File: config.mk
export PLATFORM = sky130hd
export DESIGN_NAME = serial_subtract_ctrl
export DESIGN_NICKNAME = d
export VERILOG_FILES = /design/src/rtl/serial_subtract_ctrl.sv
export SDC_FILE = /design/constraint.sdc
export NUM_CORES = 1
export LEC_CHECK = 0
export CELL_PAD_IN_SITES_DETAIL_PLACEMENT = 1
export CELL_PAD_IN_SITES_GLOBAL_PLACEMENT = 1
export CORE_ASPECT_RATIO = 0.5
export CORE_UTILIZATION = 40
export DETAILED_ROUTE_END_ITERATION = 8
export HOLD_SLACK_MARGIN = 0.1
export MAX_ROUTING_LAYER = met4
export PLACE_DENSITY = 0.9
export SLEW_MARGIN = 20
export SYNTH_ARGS = -nofsm -noshare
export SYNTH_HDL_FRONTEND = slang
export SYNTH_SLANG_ARGS = --single-unit
export TNS_END_PERCENT = 1
File: constraint.sdc
create_clock -name clk -period 4.8 [get_ports clk]
set_input_delay 0.96 -clock clk [delete_from_list [all_inputs] [get_ports clk]]
set_output_delay 0.96 -clock clk [all_outputs]
set_load 0.02 [all_outputs]
File: src/rtl/serial_subtract_ctrl.sv
// Bit-serial subtractor: one full-subtractor slice walks the operands LSB-first,
// one bit per clock, with a valid/ready handshake on both the operand and result sides.
module serial_subtract_ctrl #(
  parameter int WIDTH = 8
) (
  input  logic             clk,
  input  logic             rst,
  input  logic             in_valid,
  output logic             in_ready,
  input  logic [WIDTH-1:0] A,
  input  logic [WIDTH-1:0] B,
  input  logic             Bin,
  output logic             out_valid,
  input  logic             out_ready,
  output logic [WIDTH-1:0] D,
  output logic             Bout,
  output logic             busy
);

  localparam int CW = $clog2(WIDTH + 1);
  localparam logic [CW-1:0] LAST = CW'(WIDTH - 1);

  localparam logic [1:0] IDLE = 2'd0;
  localparam logic [1:0] RUN  = 2'd1;
  localparam logic [1:0] DONE = 2'd2;

  logic [1:0]       state;
  logic [WIDTH-1:0] a_sr;
  logic [WIDTH-1:0] b_sr;
  logic             br;
  logic [CW-1:0]    cnt;
  logic             d;
  logic             bo;

  assign d  = a_sr[0] ^ b_sr[0] ^ br;
  assign bo = (~a_sr[0] & b_sr[0]) | (~(a_sr[0] ^ b_sr[0]) & br);

  assign in_ready  = (state == IDLE);
  assign out_valid = (state == DONE);
  assign busy      = (state == RUN) || (state == DONE);

  // D is shifted in from the top so the LSB computed first ends up at bit 0.
  always_ff @(posedge clk) begin
    if (rst) begin
      state <= IDLE;
      a_sr  <= '0;
      b_sr  <= '0;
      br    <= 1'b0;
      cnt   <= '0;
      D     <= '0;
      Bout  <= 1'b0;
    end else begin
      case (state)
        IDLE: begin
          if (in_valid) begin
            a_sr  <= A;
            b_sr  <= B;
            br    <= Bin;
            cnt   <= '0;
            state <= RUN;
          end
        end
        RUN: begin
          a_sr <= a_sr >> 1;
          b_sr <= b_sr >> 1;
          D    <= (D >> 1) | (WIDTH'(d) << (WIDTH - 1));
          br   <= bo;
          if (cnt == LAST) begin
            Bout  <= bo;
            state <= DONE;
          end else begin
            cnt <= cnt + CW'(1);
          end
        end
        DONE: begin
          if (out_ready) state <= IDLE;
        end
        default: state <= IDLE;
      endcase
    end
  end

endmodule

Word-level counts from Yosys, hierarchy flattened
Cells that the tools add are included.

Latch bits: 0. Word-level logic and storage cells: 43. Register bits: 32. Output and inout port bits: 12. ROM bits: 0. Memories kept: 0. Input port bits: 21. Bits in writable memories: 0.

Reduce and logical (&&, ||, !) cells: 7. Muxes and demuxes: 13. Divide/modulo/power cells: 0. Bitwise gates (word level): 8. Equal/unequal tests: 7. Add/sub/neg operators: 1. Order comparisons: 0. Multipliers: 0. Shift operators: 0.

Operators with widths (number): 8-bit case mux with 2 select lines (2); 8-bit two-way mux (2); 4-bit two-way mux (2); 7-bit by 8-bit bitwise OR with 8-bit output (1); 4-bit case mux with 2 select lines (1); 2-bit two-way mux (3); 2-bit case mux with 3 select lines (1); 3-bit AND reduction (2); 4-bit by 1-bit adder with 4-bit output (second input constant) (1); 4-bit by 3-bit equality test with 1-bit output (second input constant) (1); 2-bit by 1-bit inequality test with 1-bit output (second input constant) (2); 2-bit inequality test (second input constant) (2); 2-bit AND reduction (2); 1-bit AND (2); 2-bit by 1-bit equality test with 1-bit output (second input constant) (1); 2-bit equality test (second input constant) (1); 2-bit zero test (1); 1-bit NOT (2); 1-bit case mux with 2 select lines (1); 2-bit nonzero test (1); 1-bit bitwise XOR (2); 1-bit logical OR (1); 1-bit two-way mux (1); 1-bit bitwise OR (1).

Logic depth before layout (Yosys ltp)
Depth in word-level cells: 5. Gate-level depth with buffers: 7. Mapped depth without buffers: 5.

Worst setup path after synthesis
No wires, ideal clock.

Path type: input -> register. From: input port in_valid. To: register cnt[3]. Stages: 3. Buffers on the path: 0. Slack: 3.017 ns. Data arrival time: 1.709 ns. Required time: 4.726 ns. Setup time: 0.074 ns. Cells stage by stage: mux2i_1 -> or4_1 -> a31oi_1.

Word-level cells in the longest chain between the ends: 2.

Ends and longest elaborated chain: start, declared (line 8) `input logic in_valid,`; 2-bit inequality test (no line); 3-bit AND reduction (no line); end signal, assigned (line 72) `cnt <= cnt + CW'(1);`; end, declared (line 31) `logic [CW-1:0] cnt;`.

Every way passes these cells. A chain may end at the register's enable or synchronous reset.

Worst setup path in the final report
From: register state[0]. To: output port in_ready.

Word-level cells in the longest chain between the ends: 1.

Ends and longest elaborated chain: start, declared (line 27) `logic [1:0] state;`; start signal, assigned (line 45) `state <= IDLE;`; start signal, assigned (line 60) `state <= RUN;`; start signal, assigned (line 70) `state <= DONE;`; 2-bit zero test (line 38) `assign in_ready = (state == IDLE);`; end, declared (line 9) `output logic in_ready,`.

Every way passes these cells.

==> flow_metrics.env <==
export IMPL_fin_nets=212
export IMPL_fp_row_count=15
export IMPL_required_ps=3840
export IMPL_ys_warnings_count=0
export IMPL_clockRootBuffer="clkbuf_8"
export IMPL_cp_max_fo=8
export IMPL_cts_made_buffers=5
export IMPL_critPathKind="reg -> out"
export IMPL_final_cells=237
export IMPL_setup_tns_ps=0
export IMPL_worstPathArrival_ps=1690
export IMPL_end_kind="output port"
export IMPL_htree_levels=2
export IMPL_fin_crit_sh_pct=55.2
export IMPL_core_mm2=0.00351
export IMPL_synth_area_mm2=0.00150
export IMPL_yosysUniqueCellTypes=30
export IMPL_synthCells=159
export IMPL_fin_util_pct=54.1
export IMPL_vias=1232
export IMPL_cts_tree="done"
export IMPL_clockBufferDepth=2
export IMPL_die_h_um=45.3
export IMPL_overflow=0
export IMPL_ys_seq_area_share_pct=42.8
export IMPL_place_ws_ps=2090
export IMPL_worst_slack_ps=2150
export IMPL_die_w_um=88.5
export IMPL_skew_ps=4.14
export IMPL_portBuffers=32
export IMPL_avgSynthCellArea_um2=9.41
export IMPL_drive_gt1_share_pct=5.91
export IMPL_synth_nets=185
export IMPL_slew_viol_final=0
export IMPL_min_period_ps=2650
export IMPL_ant_nets=0
export IMPL_power_density_mw_per_mm2=440
export IMPL_routedWlPerCell_um=14.8
export IMPL_area_growth_pct=26.9
export IMPL_num_antenna_cells=0
export IMPL_grt_first_pass_wirelength_um=5680
export IMPL_status="finished, final reports clean"
export IMPL_ys_ff_latch=32
export IMPL_async_reset_ff_share_pct=0
export IMPL_cts_setup_buffers=0
export IMPL_setup_viol=0
export IMPL_fmax_ghz=0.378
export IMPL_vias_per_cell=5.20
export IMPL_leakage_nw=0.698
export IMPL_antenna_found_initial=0
export IMPL_drcViolationCount=0
export IMPL_rsz0062_at_grt="no"
export IMPL_dieArea_mm2=0.00400
export IMPL_ir_drop_mv=0.186
export IMPL_grt_pass1_vias=1270
export IMPL_initial_core_util_pct=42.6
export IMPL_holdBufCountCts=0
export IMPL_synthFlopType="dfxtp_1"
export IMPL_start_kind="flip-flop"
export IMPL_clkTransAtPathRegs_ps=70
export IMPL_clock_sinks=32
export IMPL_drv_cap=0
export IMPL_drt_iter0_markers=39
export IMPL_hp_class="reg -> reg"
export IMPL_clk_latency_ps=290
export IMPL_slew_headroom_pct=34.7
export IMPL_hold_viol=0
export IMPL_tightest_slew_ps=979
export IMPL_synth_edf_count=0
export IMPL_dp_hpwl_um=2390
export IMPL_dp_cells=230
export IMPL_io_pins=33
export IMPL_grt_max_degree=39
export IMPL_dr_pass1_iters=4
export IMPL_drt_wl_total_um=3520
export IMPL_gp_congestion=0.716
export IMPL_grt_use_total_pct=19.6
export IMPL_ctsResizeCount=0
[power breakdown]
group	internal, mW	switching [mW]
Clock	0.0986	0.102
Combinational	0.133	0.165
Sequential	0.310	0.0276
Total	0.542	0.295
[metrics by stage]
step | hold WS (ps) | area, um^2 | total power, mW
finish | 461 | 1900 | 0.836
global route | 498 | 1900 | 0.881
CTS | 464 | 1900 | 0.839
detailed placement | 455 | 1830 | 0.643
global placement | 451 | 1830 | 0.623
floorplan | 432 | 1500 | 0.566
[cells in the final DEF, fill, tap and decap left out, types with 2 or more instances in the layout]
| cell type | n |
|---|---|
| ha_1 | 3 |
| nor2_1 | 24 |
| nor3_1 | 2 |
| nand2b_1 | 4 |
| a31oi_1 | 3 |
| clkdlybuf4s50_1 | 31 |
| nand3_1 | 4 |
| a21oi_1 | 5 |
| nand2_1 | 3 |
| nand3b_1 | 3 |
| a211oi_1 | 16 |
| clkbuf_8 | 5 |
| dfxtp_1 | 32 |
| nor2b_1 | 2 |
| mux2i_1 | 25 |
| inv_1 | 8 |
[cell usage after synthesis, drive strengths merged, types with 2 or more instances]
cell | instances | area, um^2
nand3b | 3 | 22.5
nor2b | 2 | 12.5
clkbuf | 4 | 15.0
ha | 4 | 50.1
nor2 | 24 | 90.1
buf | 8 | 41.3
inv | 8 | 30.0
nand3 | 4 | 20.0
dfxtp | 32 | 641
mux2i | 25 | 250
nor3 | 2 | 10.0
nand2b | 5 | 33.8
nand2 | 3 | 11.3
a31oi | 3 | 18.8
a211oi | 16 | 120
a21oi | 5 | 25.0
[state kept, by name, summed over array words and instances (netlist names)]
register  count
D             8
state         2
a_sr          8
b_sr          8
br            1
Bout          1
cnt           4
[cells by family (layout without fill, tap and decap cells)]
group	Yosys count	count (layout)	share of synthesized area [%]
AND/OR/NAND/NOR	47	47	15.7
flip-flops	32	32	42.8
AO/OA/AOI/OAI	29	29	13.5
multiplexers	26	26	17.5
buffers and inverters	20	47	5.77
adder cells (fa/ha/maj)	5	5	4.68
[final timing paths]
path / startpoint / endpoint / slack, ps / depth (start not counted)
setup / recovery: state[0] / in_ready / 2150 / 3
hold / removal: a_sr[7] / a_sr[7] / 460 / 2
setup reg to reg: state[1] / b_sr[0] / 2260 / 5
hold reg to reg: a_sr[7] / a_sr[7] / 460 / 2
[area by class of cell]
type	instances	area, um^2
multi-input cells	107	772
fillers	411	1610
well taps	51	63.8
inverters	8	30.0
clock inverters	1	5.00
repair buffers	32	315
clock buffers	6	72.6
flip-flops and latches	32	641
[metal layers]
metal,track usage [%],routed length (um),vias up
met5,-,0,-
met4,5.48,37,0
met3,6.76,106,4
met2,34.6,1750,16
met1,21.4,1630,599
li1,-,-,613
[worst max-delay path, stage by stage, from the launching register on]
cell and delay (ps):
dfxtp_1 330, inv_1 80, ha_1 330, clkdlybuf4s50_1 660
Power figures use the tool's default switching activity.
